==> src/rtl/weights_replay_arbiter_if.sv <==
`default_nettype none
// ============================================================================
// Module   : weights_replay_arbiter_if
// Purpose  : Request, memory-read and output-stream bundle for the
//            weights replay arbiter.
// Revision : 1.0 - initial release
// ============================================================================
interface weights_replay_arbiter_if #(
  parameter int NUM_REQ = 4,
  parameter int ADDR_W  = 3,
  parameter int DATA_W  = 8,
  parameter int LEN_W   = 4,
  parameter int IDX_W   = (NUM_REQ > 1) ? $clog2(NUM_REQ) : 1
);
  logic [NUM_REQ-1:0]        req_valid;
  logic [NUM_REQ*ADDR_W-1:0] req_addr;
  logic [NUM_REQ*LEN_W-1:0]  req_len;
  logic [NUM_REQ-1:0]        req_ready;
  logic                      mem_rd_en;
  logic [ADDR_W-1:0]         mem_rd_addr;
  logic [DATA_W-1:0]         mem_rd_data;
  logic                      out_valid;
  logic [DATA_W-1:0]         out_data;
  logic [IDX_W-1:0]          out_id;
  logic                      out_last;
  logic                      out_ready;
  logic                      busy;

  // The arbiter is the slave: it serves bursts to clients and the stream sink.
  modport slave (
    input  req_valid, req_addr, req_len, mem_rd_data, out_ready,
    output req_ready, mem_rd_en, mem_rd_addr, out_valid, out_data, out_id,
           out_last, busy
  );

  modport master (
    output req_valid, req_addr, req_len, mem_rd_data, out_ready,
    input  req_ready, mem_rd_en, mem_rd_addr, out_valid, out_data, out_id,
           out_last, busy
  );
endinterface
`default_nettype wire

==> src/rtl/weights_replay_arbiter.sv <==
`default_nettype none
// ============================================================================
// Module   : weights_replay_arbiter
// Purpose  : Round-robin burst arbiter sharing one 1-cycle-latency weight
//            memory between NUM_REQ replay clients; words stream out tagged
//            with the owner id. Define WEIGHTS_ARB_STATS_EN for per-client
//            16-bit saturating grant counters (grant_count).
// Revision : 1.0 - initial release
// ============================================================================
module weights_replay_arbiter #(
  parameter int NUM_REQ = 4,
  parameter int ADDR_W  = 3,
  parameter int DATA_W  = 8,
  parameter int LEN_W   = 4
) (
  input  wire                   clk,
  input  wire                   rst_n,
`ifdef WEIGHTS_ARB_STATS_EN
  output logic [NUM_REQ*16-1:0] grant_count,
`endif
  weights_replay_arbiter_if.slave bus
);
  localparam int IDX_W = (NUM_REQ > 1) ? $clog2(NUM_REQ) : 1;
  localparam logic [IDX_W-1:0] c_PTR_RESET = IDX_W'(NUM_REQ - 1);

  typedef enum logic [1:0] {
    ST_IDLE = 2'd0,
    ST_READ = 2'd1,
    ST_DATA = 2'd2,
    ST_OUT  = 2'd3
  } state_t;

  state_t              r_state;
  state_t              w_state_nxt;
  logic [IDX_W-1:0]    r_ptr;
  logic [IDX_W-1:0]    r_id;
  logic [ADDR_W-1:0]   r_cur_addr;
  logic [LEN_W-1:0]    r_remaining;
  logic                r_out_valid;
  logic [DATA_W-1:0]   r_out_data;
  logic                r_out_last;
  logic                w_grant_any;
  logic [IDX_W-1:0]    w_grant_idx;
  logic [NUM_REQ-1:0]  w_req_ready;
  logic                w_mem_rd_en;

  // Walk from the largest offset down so the nearest client after r_ptr wins.
  always_comb begin
    w_grant_any = 1'b0;
    w_grant_idx = '0;
    for (int off = NUM_REQ; off >= 1; off--) begin
      if (bus.req_valid[(int'(r_ptr) + off) % NUM_REQ]) begin
        w_grant_any = 1'b1;
        w_grant_idx = IDX_W'((int'(r_ptr) + off) % NUM_REQ);
      end
    end
  end

  always_comb begin
    w_req_ready = '0;
    if (r_state == ST_IDLE && w_grant_any) begin
      w_req_ready[w_grant_idx] = 1'b1;
    end
  end

  always_ff @(posedge clk or negedge rst_n) begin
    if (!rst_n) begin
      r_state <= ST_IDLE;
    end else begin
      r_state <= w_state_nxt;
    end
  end

  always_comb begin
    w_state_nxt = r_state;
    w_mem_rd_en = 1'b0;
    case (r_state)
      ST_IDLE: if (w_grant_any) w_state_nxt = ST_READ;
      ST_READ: begin
        w_mem_rd_en = 1'b1;
        w_state_nxt = ST_DATA;
      end
      ST_DATA: w_state_nxt = ST_OUT;
      ST_OUT: begin
        if (bus.out_ready) begin
          w_state_nxt = r_out_last ? ST_IDLE : ST_READ;
        end
      end
      default: w_state_nxt = ST_IDLE;
    endcase
  end

  always_ff @(posedge clk or negedge rst_n) begin
    if (!rst_n) begin
      r_ptr       <= c_PTR_RESET;
      r_id        <= '0;
      r_cur_addr  <= '0;
      r_remaining <= '0;
      r_out_valid <= 1'b0;
      r_out_data  <= '0;
      r_out_last  <= 1'b0;
    end else begin
      case (r_state)
        ST_IDLE: begin
          if (w_grant_any) begin
            r_ptr       <= w_grant_idx;
            r_id        <= w_grant_idx;
            r_cur_addr  <= bus.req_addr[int'(w_grant_idx)*ADDR_W +: ADDR_W];
            r_remaining <= bus.req_len[int'(w_grant_idx)*LEN_W +: LEN_W];
          end
        end
        ST_DATA: begin
          r_out_data  <= bus.mem_rd_data;
          r_out_valid <= 1'b1;
          r_out_last  <= (r_remaining == '0);
        end
        ST_OUT: begin
          if (bus.out_ready) begin
            r_out_valid <= 1'b0;
            if (!r_out_last) begin
              r_cur_addr  <= r_cur_addr + ADDR_W'(1);
              r_remaining <= r_remaining - LEN_W'(1);
            end
          end
        end
        default: ;
      endcase
    end
  end

  assign bus.req_ready   = w_req_ready;
  assign bus.mem_rd_en   = w_mem_rd_en;
  assign bus.mem_rd_addr = w_mem_rd_en ? r_cur_addr : '0;
  assign bus.out_valid   = r_out_valid;
  assign bus.out_data    = r_out_data;
  assign bus.out_id      = r_id;
  assign bus.out_last    = r_out_last;
  assign bus.busy        = (r_state != ST_IDLE);

`ifdef WEIGHTS_ARB_STATS_EN
  for (genvar gi = 0; gi < NUM_REQ; gi++) begin : g_stats
    logic [15:0] r_count;
    always_ff @(posedge clk or negedge rst_n) begin
      if (!rst_n) begin
        r_count <= '0;
      end else if (w_req_ready[gi] && r_count != 16'hFFFF) begin
        r_count <= r_count + 16'd1;
      end
    end
    assign grant_count[gi*16 +: 16] = r_count;
  end
`endif

endmodule
`default_nettype wire
==> src/flat_wrapper.sv <==
// flat-port wrapper written by rule: the top's interface ports become plain ports
module weights_replay_arbiter_flat 
#(
  parameter int NUM_REQ = 4,
  parameter int ADDR_W  = 3,
  parameter int DATA_W  = 8,
  parameter int LEN_W   = 4
)
  (clk, rst_n, bus_req_valid, bus_req_addr, bus_req_len, bus_mem_rd_data, bus_out_ready, bus_req_ready, bus_mem_rd_en, bus_mem_rd_addr, bus_out_valid, bus_out_data, bus_out_id, bus_out_last, bus_busy);
  weights_replay_arbiter_if #(.NUM_REQ(NUM_REQ), .ADDR_W(ADDR_W), .DATA_W(DATA_W), .LEN_W(LEN_W)) bus_i ();
  input  wire clk;
  input  wire rst_n;
  input wire logic [$bits(bus_i.req_valid)-1:0] bus_req_valid;
  input wire logic [$bits(bus_i.req_addr)-1:0] bus_req_addr;
  input wire logic [$bits(bus_i.req_len)-1:0] bus_req_len;
  input wire logic [$bits(bus_i.mem_rd_data)-1:0] bus_mem_rd_data;
  input wire logic [$bits(bus_i.out_ready)-1:0] bus_out_ready;
  output wire logic [$bits(bus_i.req_ready)-1:0] bus_req_ready;
  output wire logic [$bits(bus_i.mem_rd_en)-1:0] bus_mem_rd_en;
  output wire logic [$bits(bus_i.mem_rd_addr)-1:0] bus_mem_rd_addr;
  output wire logic [$bits(bus_i.out_valid)-1:0] bus_out_valid;
  output wire logic [$bits(bus_i.out_data)-1:0] bus_out_data;
  output wire logic [$bits(bus_i.out_id)-1:0] bus_out_id;
  output wire logic [$bits(bus_i.out_last)-1:0] bus_out_last;
  output wire logic [$bits(bus_i.busy)-1:0] bus_busy;
  assign bus_i.req_valid = bus_req_valid;
  assign bus_i.req_addr = bus_req_addr;
  assign bus_i.req_len = bus_req_len;
  assign bus_i.mem_rd_data = bus_mem_rd_data;
  assign bus_i.out_ready = bus_out_ready;
  assign bus_req_ready = bus_i.req_ready;
  assign bus_mem_rd_en = bus_i.mem_rd_en;
  assign bus_mem_rd_addr = bus_i.mem_rd_addr;
  assign bus_out_valid = bus_i.out_valid;
  assign bus_out_data = bus_i.out_data;
  assign bus_out_id = bus_i.out_id;
  assign bus_out_last = bus_i.out_last;
  assign bus_busy = bus_i.busy;
  weights_replay_arbiter #(.NUM_REQ(NUM_REQ), .ADDR_W(ADDR_W), .DATA_W(DATA_W), .LEN_W(LEN_W)) u_core (.clk(clk), .rst_n(rst_n), .bus(bus_i));
endmodule
==> config.mk <==
export PLATFORM = sky130hd
export DESIGN_NAME = weights_replay_arbiter_flat
export DESIGN_NICKNAME = d
export VERILOG_FILES = /design/src/rtl/weights_replay_arbiter_if.sv /design/src/rtl/weights_replay_arbiter.sv /design/src/flat_wrapper.sv
export SDC_FILE = /design/constraint.sdc
export NUM_CORES = 1
export LEC_CHECK = 0
export BUFFER_PORTS_ARGS = -buffer_cell sky130_fd_sc_hd__buf_2
export CAP_MARGIN = 20
export CORE_ASPECT_RATIO = 0.75
export CORE_MARGIN = 1
export CORE_UTILIZATION = 51
export DETAILED_ROUTE_END_ITERATION = 6
export PLACE_DENSITY = 0.85
export SYNTH_ARGS = -nofsm -noshare
export SYNTH_HDL_FRONTEND = slang
export SYNTH_SLANG_ARGS = --single-unit
export TNS_END_PERCENT = 20
==> constraint.sdc <==
create_clock -name clk -period 7 [get_ports clk]
set_clock_uncertainty 0.1 [all_clocks]
set_input_delay 0 -clock clk [delete_from_list [all_inputs] [get_ports clk]]
set_output_delay 0 -clock clk [all_outputs]
set_load 0.005 [all_outputs]
Word-level counts from Yosys, hierarchy flattened
Index checks and enable logic that the tools add are counted.
{"block": "classes", "n_addsub": 6, "mul": 1, "magnitude_cmp": 6, "n_eq_ne": 6, "shift": 2, "mux": 39, "bitwise": 4, "n_reduce_logical": 15}
{"op": "$shiftx 12x32->3", "count": 1}
{"op": "$lt 3x4->1 const B", "count": 4}
{"op": "$mux 1", "count": 16}
{"op": "$mux 4", "count": 4}
{"op": "$shiftx 16x5->4", "count": 1}
{"op": "$mux 2", "count": 6}
{"op": "$mux 3", "count": 4}
{"op": "$bmux 1 s2", "count": 4}
{"op": "$pmux 2 s4", "count": 1}
{"op": "$pmux 4 s2", "count": 1}
{"op": "$reduce_or 2->1", "count": 4}
{"op": "$pmux 3 s2", "count": 1}
{"op": "$reduce_and 2->1", "count": 3}
{"op": "$reduce_bool 2->1", "count": 3}
{"op": "$add 2x1->2 const B", "count": 2}
{"op": "$add 2x2->2 const B", "count": 2}
{"op": "$and 1x1->1 const A", "count": 4}
{"op": "$eq 2x2->1 const B", "count": 2}
{"op": "$logic_not 4->1", "count": 1}
{"op": "$mul 2x2->4 const B", "count": 1}
{"op": "$ne 2x2->1 const B", "count": 2}
{"op": "$reduce_and 4->1", "count": 1}
{"op": "$sub 4x1->4 const B", "count": 1}
{"op": "$add 3x1->3 const B", "count": 1}
{"op": "other kinds (8)", "count": 9}
{"block": "totals", "ff_bits": 23, "out_inout_bits": 21, "wordCells": 87}

Logic depth before layout (Yosys ltp)
Gate-level depths: netlist of the first run.
{"block": "depth", "depth_word": 15, "depth_mapped": 8, "ltp_nobuf": 7}

Worst setup path before layout of the first run
No wires, ideal clock.
{"block": "synth_path", "path_kind": "reg-to-reg", "from": "register u_core.r_ptr[1]", "to": "register u_core.r_remaining[0]", "arrival_time_ps": 1968, "slack_ps": 4806, "path_stages_with_launch": 7, "n_path_buf": 1, "synth_period_minus_slack_ps": 2194, "cell_sequence": "dfstp_2 > mux2i_1 > a2bb2oi_2 > o21a_1 > buf_6 > mux4_2 > a221o_1"}
{"block": "synth_between", "elab_chain_cells": 11}
{"item": "start: declaration", "line": "weights_replay_arbiter.sv:35", "rtl": "logic [IDX_W-1:0] r_ptr;"}
{"item": "start signal: assignment", "line": "weights_replay_arbiter.sv:95", "rtl": "r_ptr <= c_PTR_RESET;"}
{"item": "start signal: assignment", "line": "weights_replay_arbiter.sv:106", "rtl": "r_ptr <= w_grant_idx;"}
{"item": "$add 2x1->2", "line": "weights_replay_arbiter.sv:52, weights_replay_arbiter.sv:54"}
{"item": "$bmux 1 s2", "line": "weights_replay_arbiter.sv:52", "rtl": "if (bus.req_valid[(int'(r_ptr) + off) % NUM_REQ]) begin"}
{"item": "$mux 1 (not written as such) (2 in a row)", "line": "weights_replay_arbiter.sv:52"}
{"item": "$mux 2 (4 in a row)", "line": "weights_replay_arbiter.sv:52"}
{"item": "$shiftx 16x5->4", "line": "weights_replay_arbiter.sv:109", "rtl": "r_remaining <= bus.req_len[int'(w_grant_idx)*LEN_W +: LEN_W];"}
{"item": "$mux 4", "line": "weights_replay_arbiter.sv:105", "rtl": "if (w_grant_any) begin"}
{"item": "$pmux 4 s2", "line": "weights_replay_arbiter.sv:103", "rtl": "case (r_state)"}
{"item": "end signal: assignment", "line": "weights_replay_arbiter.sv:109"}
{"item": "end signal: assignment", "line": "weights_replay_arbiter.sv:122", "rtl": "r_remaining <= r_remaining - LEN_W'(1);"}
{"item": "end: declaration", "line": "weights_replay_arbiter.sv:38", "rtl": "logic [LEN_W-1:0] r_remaining;"}
Several ways; a longest one is shown, not always the timed one. The select of a mux whose other input is x is not followed.
A chain may end at the register's enable or synchronous reset.

Worst setup path in the final report of the first run
{"block": "layout_path", "from": "register u_core.r_ptr[1]", "to": "register u_core.r_cur_addr[0]"}
{"block": "layout_between", "elab_chain_cells": 12}
{"item": "$add 2x1->2", "line": "weights_replay_arbiter.sv:52, weights_replay_arbiter.sv:54"}
{"item": "$bmux 1 s2", "line": "weights_replay_arbiter.sv:52"}
{"item": "$mux 1 (not written as such) (2 in a row)", "line": "weights_replay_arbiter.sv:52"}
{"item": "$mux 2 (4 in a row)", "line": "weights_replay_arbiter.sv:52"}
{"item": "$mul 2x2->4", "line": "weights_replay_arbiter.sv:108", "rtl": "r_cur_addr <= bus.req_addr[int'(w_grant_idx)*ADDR_W +: ADDR_W];"}
{"item": "$shiftx 12x32->3", "line": "weights_replay_arbiter.sv:108"}
{"item": "$mux 3", "line": "weights_replay_arbiter.sv:105"}
{"item": "$pmux 3 s2", "line": "weights_replay_arbiter.sv:103"}
{"item": "end signal: assignment", "line": "weights_replay_arbiter.sv:108"}
{"item": "end signal: assignment", "line": "weights_replay_arbiter.sv:121", "rtl": "r_cur_addr <= r_cur_addr + ADDR_W'(1);"}
{"item": "end: declaration", "line": "weights_replay_arbiter.sv:37", "rtl": "logic [ADDR_W-1:0] r_cur_addr;"}
Several ways; a longest one is shown, not always the timed one. The select of a mux whose other input is x is not followed.

==> metrics.txt, run 1 <==
Syn Std Cell Area=1510 um^2; Final Instance Area=2000 um^2; port buffer count=63; Vias/cell=5.73; maxcap violations=0; crit path kind=reg -> reg; worst path required time=7.04 ns; total die area=3180 um^2; Fillers=188; min cycle time layout=2.70 ns; fraction of layout cells with a size suffix above 1=38.1%; dominant synthesized flop cell=dfrtp_1; Max clock buf depth=2; DP Wirelength=3030 um; I/O Pins=64; Critical Path Start Type=flop; Die Y=49.1 um; CP max FO=10; first-pass GRT wire length=6890 um; cts bufs inserted=3; Clk Latency, worst-skew pair=0.26 ns; WHS Path Cells=3; placed cell area=1840 um^2; synth unique cells=38; post-synthesis register bit count=23; Power Total=0.806 mW; setup bufs post-CTS=0; clock sink count=23; # diodes=0; CTS tree=done; initial antenna violation count=0; RSZ-0062 raised after global routing=no; outcome=completed; vias in the first global route=1515; htree depth=1; DRC violations left=0; Rows=16; routed length per instance=16.3 um; Die W=64.8 um; placed insts=246; DRT iter0 DRCs=100; post-route insts no fill=262; Yosys warning count=0; gr ovfl total=0; Antenna Nets Post-Route=0; Cells after Synth=152; Routed WL=4270 um; Area growth syn-to-layout=33.1%; CTS clk-pin slew, worst paths=0.08 ns; Synth Area per Inst=9.91 um^2; final count of hold timing violations=0; f_max=371 MHz; syn nets=202; final setup fails=0; sequential share of the synthesized area=38.4%; Core Area=2700 um^2; largest net degree at the start of global routing=24; Detailed Routing Iterations Pass 1=4; Worst Tran Pin Value=1.03 ns; Peak VDD IR=0.250 mV; Pwr per Cell Area=402 nW/um^2; Critical Path AT=2.73 ns; layout net count=277; via count of the routed design=1502; crit share post-route=38.6%; worst hold margin=0.0192 ns; global-route total usage across every layer=28.9%; global placer's final weighted congestion=0.850; CP Capture Type=flop; Post-synth ARST share=100%; LEAKAGE=1.01 nW; Slew Viols, Final=0; Hold Path Class=in -> reg; starting density of the core=55.7%; clock root cell=clkbuf_8; Fin Setup TNS=0 ns; Reg2Reg Depth=6; Slew HR=31.1%; EDFF count, synth=0
layout by cell type, fill, tap and decap left out, drive strengths merged:
master	instances
a21o	1
a21oi	2
a221o	1
a22oi	1
a2bb2oi	1
a31oi	1
and2	4
and2b	1
and3	4
buf	63
bufinv	1
clkbuf	4
dfrtp	21
dfstp	2
dlygate4sd3	12
ha	7
inv	9
mux2	8
mux2i	16
mux4	1
nand2	6
nand2b	5
nand3	1
nand3b	2
nor2	22
nor3	6
nor4	1
nor4b	1
o2111ai	1
o211ai	2
o21a	2
o21ai	10
o221a	3
o22ai	1
o32a	2
or3b	1
cell usage after synthesis (all sizes together), types with 4 or more instances:
library cell   n  area (um^2)
and2           4         25.0
and3           4         25.0
dfrtp         21          526
ha             7         87.6
inv            9         33.8
mux2           8         90.1
mux2i         16          160
nand2          6         22.5
nand2b         5         31.3
nor2          22         82.6
nor3           6         30.0
o21ai         10         50.0
path summary, 6_finish.rpt:
kind                                          endpoint            startpoint  slack (ns)
worst max-delay path              u_core.r_cur_addr[0]       u_core.r_ptr[1]        4.30
worst min-delay path              u_core.r_cur_addr[0]       bus_req_addr[9]        0.02
worst max register to register    u_core.r_cur_addr[0]       u_core.r_ptr[1]        4.30
worst min register to register    u_core.bus.out_id[1]  u_core.bus.out_id[1]        0.40
max in group asynchronous              u_core.r_ptr[1]                 rst_n        6.30
min in group asynchronous       u_core.bus.out_data[7]                 rst_n        0.14
state kept, by name, summed over array words and instances, names as in the netlist:
register,count
u_core.bus.out_last,1
u_core.bus.out_data,8
u_core.bus.out_id,2
u_core.r_state,2
u_core.r_cur_addr,3
u_core.bus.out_valid,1
u_core.r_ptr,2
u_core.r_remaining,4
critical path, stage by stage, from the launching register on:
cell           delay [ns]
dfstp_2              0.59
mux2i_1              0.28
a2bb2oi_2            0.21
o21a_1               0.48
mux2i_1              0.24
dlygate4sd3_1        0.58
o211ai_1             0.10
per-layer routing:
layer,vias to the layer above,wire (um),global-route usage (%)
met1,723,1760,36.6
met5,-,0,0
met2,76,2110,48.6
met3,11,320,6.78
met4,0,84,9.26
li1,692,-,-
metrics by stage:
step                      util, %  worst slack (ns)
after floorplan                 -              4.81
after global placement       68.1              4.57
after detailed placement     68.1              4.41
after CTS                    74.2              4.36
after global routing         74.2              4.20
final                        74.2              4.30
cell type report:
class,instances,area (um^2),area share (%)
timing repair buffer,75,435,21.7
multi-input combinational,114,850,42.4
sequential,23,578,28.8
clock buffer,4,45.0,2.25
inverter,10,51.3,2.56
tap,36,45.0,2.25
power by group:
| part | switching [mW] | total [mW] | leakage, nW | internal (mW) |
|---|---|---|---|---|
| logic | 0.232 | 0.460 | 0.722 | 0.228 |
| clock network | 0.0418 | 0.0824 | 0.0228 | 0.0406 |
| registers | 0.0576 | 0.264 | 0.266 | 0.206 |
logic make-up after synthesis:
| group | count (synthesis) | share of synthesized area, % |
|---|---|---|
| AOI/OAI and AO/OA | 28 | 14.1 |
| adders and majority gates | 7 | 5.81 |
| buffers and inverters | 15 | 5.23 |
| DFF | 23 | 38.4 |
| muxes | 25 | 18.1 |
| and+or+nand+nor | 54 | 18.4 |
repair_timing:
| item | in CTS | in global routing |
|---|---|---|
| hold buffers | 12 | 0 |
| endpoints found under the hold margin | 33 | 0 |
| resized for setup | 0 | 0 |
No activity file was read; power rests on OpenSTA's default activity.
==> run 2: changes to the inputs <==
--- a/config.mk
+++ b/config.mk
@@ -9,9 +9,9 @@
 export CAP_MARGIN = 20
 export CORE_ASPECT_RATIO = 0.75
 export CORE_MARGIN = 1
-export CORE_UTILIZATION = 51
+export CORE_UTILIZATION = 47
 export DETAILED_ROUTE_END_ITERATION = 6
-export PLACE_DENSITY = 0.85
+export PLACE_DENSITY = 0.79
 export SYNTH_ARGS = -nofsm -noshare
 export SYNTH_HDL_FRONTEND = slang
 export SYNTH_SLANG_ARGS = --single-unit
==> constraint.sdc (replaced) <==
create_clock -name clk -period 2.7 [get_ports clk]
set_clock_uncertainty 0.1 [all_clocks]
set_input_delay 0 -clock clk [delete_from_list [all_inputs] [get_ports clk]]
set_output_delay 0 -clock clk [all_outputs]
set_load 0.005 [all_outputs]
==> run 2 against run 1 <==
Net effect: via count is 7.3% lower; worst setup slack worse by 4.1 ns; clock-buffer cell count is 1 lower; non-clock buffer count is 4 higher; hold slack better by 0.063 ns; design area is 1.9% higher; utilization is 6.0 points lower; global-route usage is 5.5 points lower; combinational power grew to 2.7 times the previous value; wire length is 10% lower; sequential cell count stayed put; highest routed layer unchanged.
==> metrics.txt, run 2 (synthesis gave the netlist of run 1 again) <==
Critical Path Start Type=flop; CTS tree=done; DP Wirelength=2800 um (-7.5%); routed length per instance=14.3 um (-12%); CTS clk-pin slew, worst paths=0.10 ns (+0.02 ns); DRC violations left=0 (unchanged); critical path's slowest cell=dfstp_2; Die Y=51.0 um (+4.0%); most frequent cells in the layout=buf_2 (63), nor2_1 (22), dfrtp_1 (21), mux2i_1 (16), dlygate4sd3_1 (12); port buffer count=63 (unchanged); outcome=completed; starting density of the core=50.2% (-5.5 points); Worst Tran Pin Value=0.545 ns (-0.486 ns); htree depth=1 (unchanged); largest net degree at the start of global routing=24 (unchanged); DRT iter0 DRCs=46 (-54%); total die area=3440 um^2 (+8.2%); Hold Path Class=in -> reg; commonest non-fill, non-tap cell in the layout=buf_2; maxcap violations=0 (unchanged); Die W=67.4 um (+4.0%); f_max=393 MHz (+6.0%); Slew Viols, Final=0 (unchanged); worst path required time=2.81 ns (-4.23 ns); metal2 WL=1740 um (-18%); Area growth syn-to-layout=35.6%; min cycle time layout=2.55 ns (-0.152 ns); fraction of layout cells with a size suffix above 1=40.0% (+1.9 points); clock sink count=23 (unchanged); Vias/cell=5.20 (-9.3%); RSZ-0062 raised after global routing=no; I/O Pins=64 (unchanged); Pwr per Cell Area=1040 nW/um^2 (+160%); # diodes=0 (unchanged); Setup WS pre-CTS=0.522 ns (-3.89 ns); Routed WL=3820 um (-10%); met3 WL post-DR=216 um (-33%); global placer's final weighted congestion=0.827 (-2.7%); worst setup slack after layout=0.153 ns (-4.15 ns); first-pass GRT wire length=5880 um (-15%); wl on met1=1830 um (+4.5%); Core Area=3000 um^2 (+11%); Antenna Nets Post-Route=0 (unchanged); CP max FO=8 (-2); CP Capture Type=flop; final count of hold timing violations=0 (unchanged); Fin Setup TNS=0 ns (unchanged); Max clock buf depth=2 (unchanged); crit share post-route=94.3% (+56 points); LEAKAGE=1.03 nW (+1.8%); layout net count=281 (+1.4%); Detailed Routing Iterations Pass 1=4 (unchanged); global-route total usage across every layer=23.4% (-5.5 points); Top Metal Used=met4; initial antenna violation count=0 (unchanged); Critical Path AT=2.66 ns (-0.07 ns); clock root cell=clkbuf_8; max reg flops=8 (unchanged); Rows=17 (+1); Clk Latency, worst-skew pair=0.28 ns (+0.02 ns); vias in the first global route=1287 (-15%); via count of the routed design=1393 (-7.3%); Fillers=242 (+29%); cts bufs inserted=3 (unchanged); crit path kind=reg -> reg; biggest cell delay along the critical path=0.59 ns (about the same); Peak VDD IR=0.614 mV (+150%); Slew HR=63.3% (+32 points); final setup fails=0 (unchanged); gr ovfl total=0 (unchanged); CP cell instances=nand3b_1 > a31oi_2 > buf_4 > and2_0 > o2111ai_1 > o211ai_1 > dlygate4sd3_1
-- run 2: what timing repair did --
action | 4_1_cts | 5_1_grt
endpoints found under the setup margin | 0 | 1
gates resized for setup | 0 | 1
hold endpoints to repair | 33 | 0
hold buffers | 12 | 0
setup buffers | 0 | 0
-- run 2: final timing paths --
check                                     startpoint                endpoint  slack (ns)  cells after the start
worst min-delay path                 bus_req_len[12]   u_core.r_remaining[0]        0.08                      3
max in group asynchronous                      rst_n         u_core.r_ptr[1]        2.01                      2
worst max register to register       u_core.r_ptr[1]    u_core.r_cur_addr[0]        0.15                      7
worst min register to register  u_core.bus.out_id[1]    u_core.bus.out_id[1]        0.40                      2
worst max-delay path                 u_core.r_ptr[1]    u_core.r_cur_addr[0]        0.15                      7
min in group asynchronous                      rst_n  u_core.bus.out_data[7]        0.13                      2
-- run 2: worst max-delay path, delay by kind of cell (launching register included) --
family	cells	cell delay [ns]
compound gates	3	0.70
simple gates	2	0.25
buf+inv	2	0.84
flops	1	0.59
-- run 2: where the power goes --
group	total, mW	switching (mW)	internal (mW)
clock network	0.231	0.126	0.105
registers	0.670	0.136	0.534
logic	1.23	0.585	0.643
-- run 2: per-layer routing --
layer  vias to the layer above  global-route usage [%]
li1                        699                       -
met1                       655                    30.5
met2                        35                    39.3
met3                         4                    5.80
met4                         0                    4.26
met5                         -                       0
-- run 2: per-stage QoR --
| step | util [%] | hold WS (ns) | instances | cell area, um^2 | power (mW) |
|---|---|---|---|---|---|
| finish | 68.1 | 0.0826 | 268 | 2040 | 2.13 |
| global route | 68.1 | 0.0909 | 268 | 2040 | 2.29 |
| CTS | 68.0 | 0.0810 | 268 | 2040 | 2.12 |
| detailed placement | 62.4 | -0.0931 | 252 | 1870 | 1.86 |
| global placement | 62.4 | -0.0944 | 252 | 1870 | 1.82 |
| floorplan | - | -0.396 | 152 | 1510 | 1.48 |
-- run 2: layout make-up --
type | instances | area [um^2] | share of cell area, %
clock buffers | 3 | 41.3 | 2.02
flip-flops and latches | 23 | 578 | 28.3
multi-input cells | 114 | 852 | 41.7
repair buffers | 79 | 465 | 22.8
inverters | 10 | 51.3 | 2.51
clock inverters | 1 | 7.51 | 0.367
well taps | 38 | 47.5 | 2.33
==> run 3: changes to the inputs <==
--- a/config.mk
+++ b/config.mk
@@ -5,13 +5,14 @@
 export SDC_FILE = /design/constraint.sdc
 export NUM_CORES = 1
 export LEC_CHECK = 0
+export ABC_AREA = 1
 export BUFFER_PORTS_ARGS = -buffer_cell sky130_fd_sc_hd__buf_2
 export CAP_MARGIN = 20
 export CORE_ASPECT_RATIO = 0.75
 export CORE_MARGIN = 1
-export CORE_UTILIZATION = 47
+export CORE_UTILIZATION = 49
 export DETAILED_ROUTE_END_ITERATION = 6
-export PLACE_DENSITY = 0.79
+export PLACE_DENSITY = 0.8
 export SYNTH_ARGS = -nofsm -noshare
 export SYNTH_HDL_FRONTEND = slang
 export SYNTH_SLANG_ARGS = --single-unit
==> run 3 against run 2 <==
Net effect: synthesized cell count is 51% higher; maximum frequency rose by 11%; utilization is 2.8 points lower; via count is 25% higher; hold slack worse by 0.068 ns; worst setup slack improved by 0.24 ns; critical path type is now reg -> out; largest cell class unchanged.
==> metrics.txt, run 3 <==
Worst Tran Pin Value=0.510 ns (-0.0348 ns); post-synthesis register bit count=23 (unchanged); dominant synthesized flop cell=dfrtp_1; Antenna Nets Post-Route=0 (unchanged); Slew HR=66.0% (+2.7 points); crit path kind=reg -> out; Yosys warning count=0 (unchanged); post-CTS sizing=0 (unchanged); CTS hold repair buffers=10 (-2); htree depth=1 (unchanged); gr ovfl total=0 (unchanged); Area growth syn-to-layout=25.7%; RSZ-0062 raised after global routing=no; storage element area=578 um^2 (unchanged); I/O Pins=64 (unchanged); starting density of the core=52.0% (+1.8 points); Clk Latency, worst-skew pair=0.26 ns (-0.02 ns); Final Instance Area=2160 um^2 (+5.9%); CTS clk-pin slew, worst paths=0.08 ns (-0.02 ns); sequential share of the synthesized area=33.6% (-4.8 points); final setup fails=0 (unchanged); Post-synth ARST share=100% (unchanged); Max clock buf depth=2 (unchanged); f_max=434 MHz (+11%); Synth area leaders=dfrtp_1 (31%), nand3_1 (11%), nand2_1 (10%), inv_1 (7.0%), mux2_2 (5.2%); Peak VDD IR=0.831 mV (+35%); Critical Path Start Type=flop; Pwr per Cell Area=1330 nW/um^2 (+28%); largest area contributor in the netlist=dfrtp_1; first-pass GRT wire length=6830 um (+16%); Die Y=53.3 um (+4.5%); min cycle time layout=2.30 ns (-0.245 ns); cts bufs inserted=3 (unchanged); outcome=completed; clock sink count=23 (unchanged); synth cell count leaders=nand2_1 (48), nand3_1 (38), inv_1 (32); worst path required time=2.60 ns (-0.21 ns); Cells after Synth=229 (+51%); setup bufs post-CTS=0 (unchanged); synth unique cells=29 (-24%); Hold Path Class=in -> reg; via count of the routed design=1739 (+25%); # diodes=0 (unchanged); Fin Setup TNS=0 ns (unchanged); max reg flops=8 (unchanged); DP Wirelength=2990 um (+6.9%); Fillers=289 (+19%); Yosys top cell area share=30.5% (-4.4 points); port buffer count=63 (unchanged); Core Area=3310 um^2 (+10%); syn nets=279 (+38%); maxcap violations=0 (unchanged); CP Capture Type=output port; global placer's final weighted congestion=0.903 (+9.2%); LEAKAGE=1.23 nW (+20%); Detailed Routing Iterations Pass 1=4 (unchanged); EDFF count, synth=0 (unchanged); placed cell area=2020 um^2 (+7.8%); commonest non-fill, non-tap cell in the layout=buf_2; Power Total=2.88 mW (+35%); DRT iter0 DRCs=81 (+76%); vias in the first global route=1550 (+20%); layout net count=349 (+24%); DRC violations left=0 (unchanged); Slew Viols, Final=0 (unchanged); clock root cell=clkbuf_8; Multi-input gate area=930 um^2 (+9.1%); crit share post-route=85.3% (-9.1 points); initial antenna violation count=0 (unchanged); Critical Path AT=2.20 ns (-0.46 ns); Syn Std Cell Area=1720 um^2 (+14%); Rows=18 (+1); Synth Area per Inst=7.52 um^2 (-24%); fraction of layout cells with a size suffix above 1=34.9% (-5.1 points); global-route total usage across every layer=23.1% (-0.30 points); routed length per instance=12.0 um (-16%); final count of hold timing violations=0 (unchanged); total die area=3760 um^2 (+9.3%); Routed WL=4060 um (+6.2%); most frequent cells in the layout=buf_2 (63), nand2_1 (48), nand3_1 (38), inv_1 (32), dfrtp_1 (21); CP max FO=10 (+2); Die W=70.4 um (+4.6%); top-count cell post-synth=nand2_1; Vias/cell=5.14 (-1.0%); CTS tree=done; largest net degree at the start of global routing=24 (unchanged)
[run 3: cell types whose count changed after synthesis, sizes merged, moves of 9 or more]
cell,previous run,this run
nand2,6,60
nand3,1,42
mux2i,16,0
a21oi,2,18
inv,9,36
nor2,22,13
[run 3: metal layers]
layer  GRT usage, %  up-vias  wire [um]
met5              0        -          0
met2           37.5       51       1910
li1               -      873          -
met4           6.67        0         48
met3           3.24        6        180
met1           32.3      809       1920
[run 3: through the flow]
step | hold slack, ns | cells | utilization [%] | setup WS, ns
after CTS | 0.00711 | 338 | 65.3 | 0.404
final | 0.0149 | 338 | 65.3 | 0.398
after global placement | -0.0917 | 324 | 61.0 | 0.678
after global routing | 0.0160 | 338 | 65.3 | 0.221
after detailed placement | -0.0958 | 324 | 61.0 | 0.638
after floorplan | -0.396 | 229 | - | 0.890
[run 3: final cells by class]
cell class / instances / area share, %
clock buffers: 4 / 2.08
well taps: 40 / 2.31
repair buffers: 73 / 19.2
multi-input cells: 162 / 43.0
inverters: 36 / 6.71
flip-flops and latches: 23 / 26.7
[run 3: critical path, cell delays in order (launching register included)]
cell and delay (ns):
dfstp_2 0.67, nand2_1 0.10, o21ai_2 0.09, nand2_2 0.10, nand2_2 0.08, inv_4 0.05
nand3_1 0.08, nand3_2 0.19, inv_2 0.23, nand2_1 0.14, nor2_1 0.10, buf_2 0.11
[run 3: logic make-up after synthesis]
| kind of cell | Yosys count | synth area share [%] |
|---|---|---|
| buf+inv | 44 | 12.4 |
| fa+ha+maj | 7 | 5.09 |
| simple gates | 120 | 34.6 |
| flops | 23 | 33.6 |
| mux | 8 | 5.23 |
| compound gates | 27 | 9.08 |
[run 3: worst paths after layout]
check / start / to / slack (ns) / cells after the start
worst max register to register: u_core.r_ptr[0] / u_core.r_cur_addr[1] / 0.59 / 11
worst min register to register: u_core.bus.out_id[1] / u_core.bus.out_id[1] / 0.37 / 2
max in group asynchronous: rst_n / u_core.r_ptr[0] / 2.00 / 2
worst max-delay path: u_core.r_ptr[0] / bus_req_ready[3] / 0.40 / 11
worst min-delay path: bus_req_len[4] / u_core.r_remaining[0] / 0.01 / 5
min in group asynchronous: rst_n / u_core.bus.out_data[0] / 0.14 / 2
[run 3: power by group]
group / switching, mW / internal, mW
Clock: 0.104 / 0.105
Combinational: 1.24 / 0.768
Sequential: 0.128 / 0.538
Total: 1.47 / 1.41
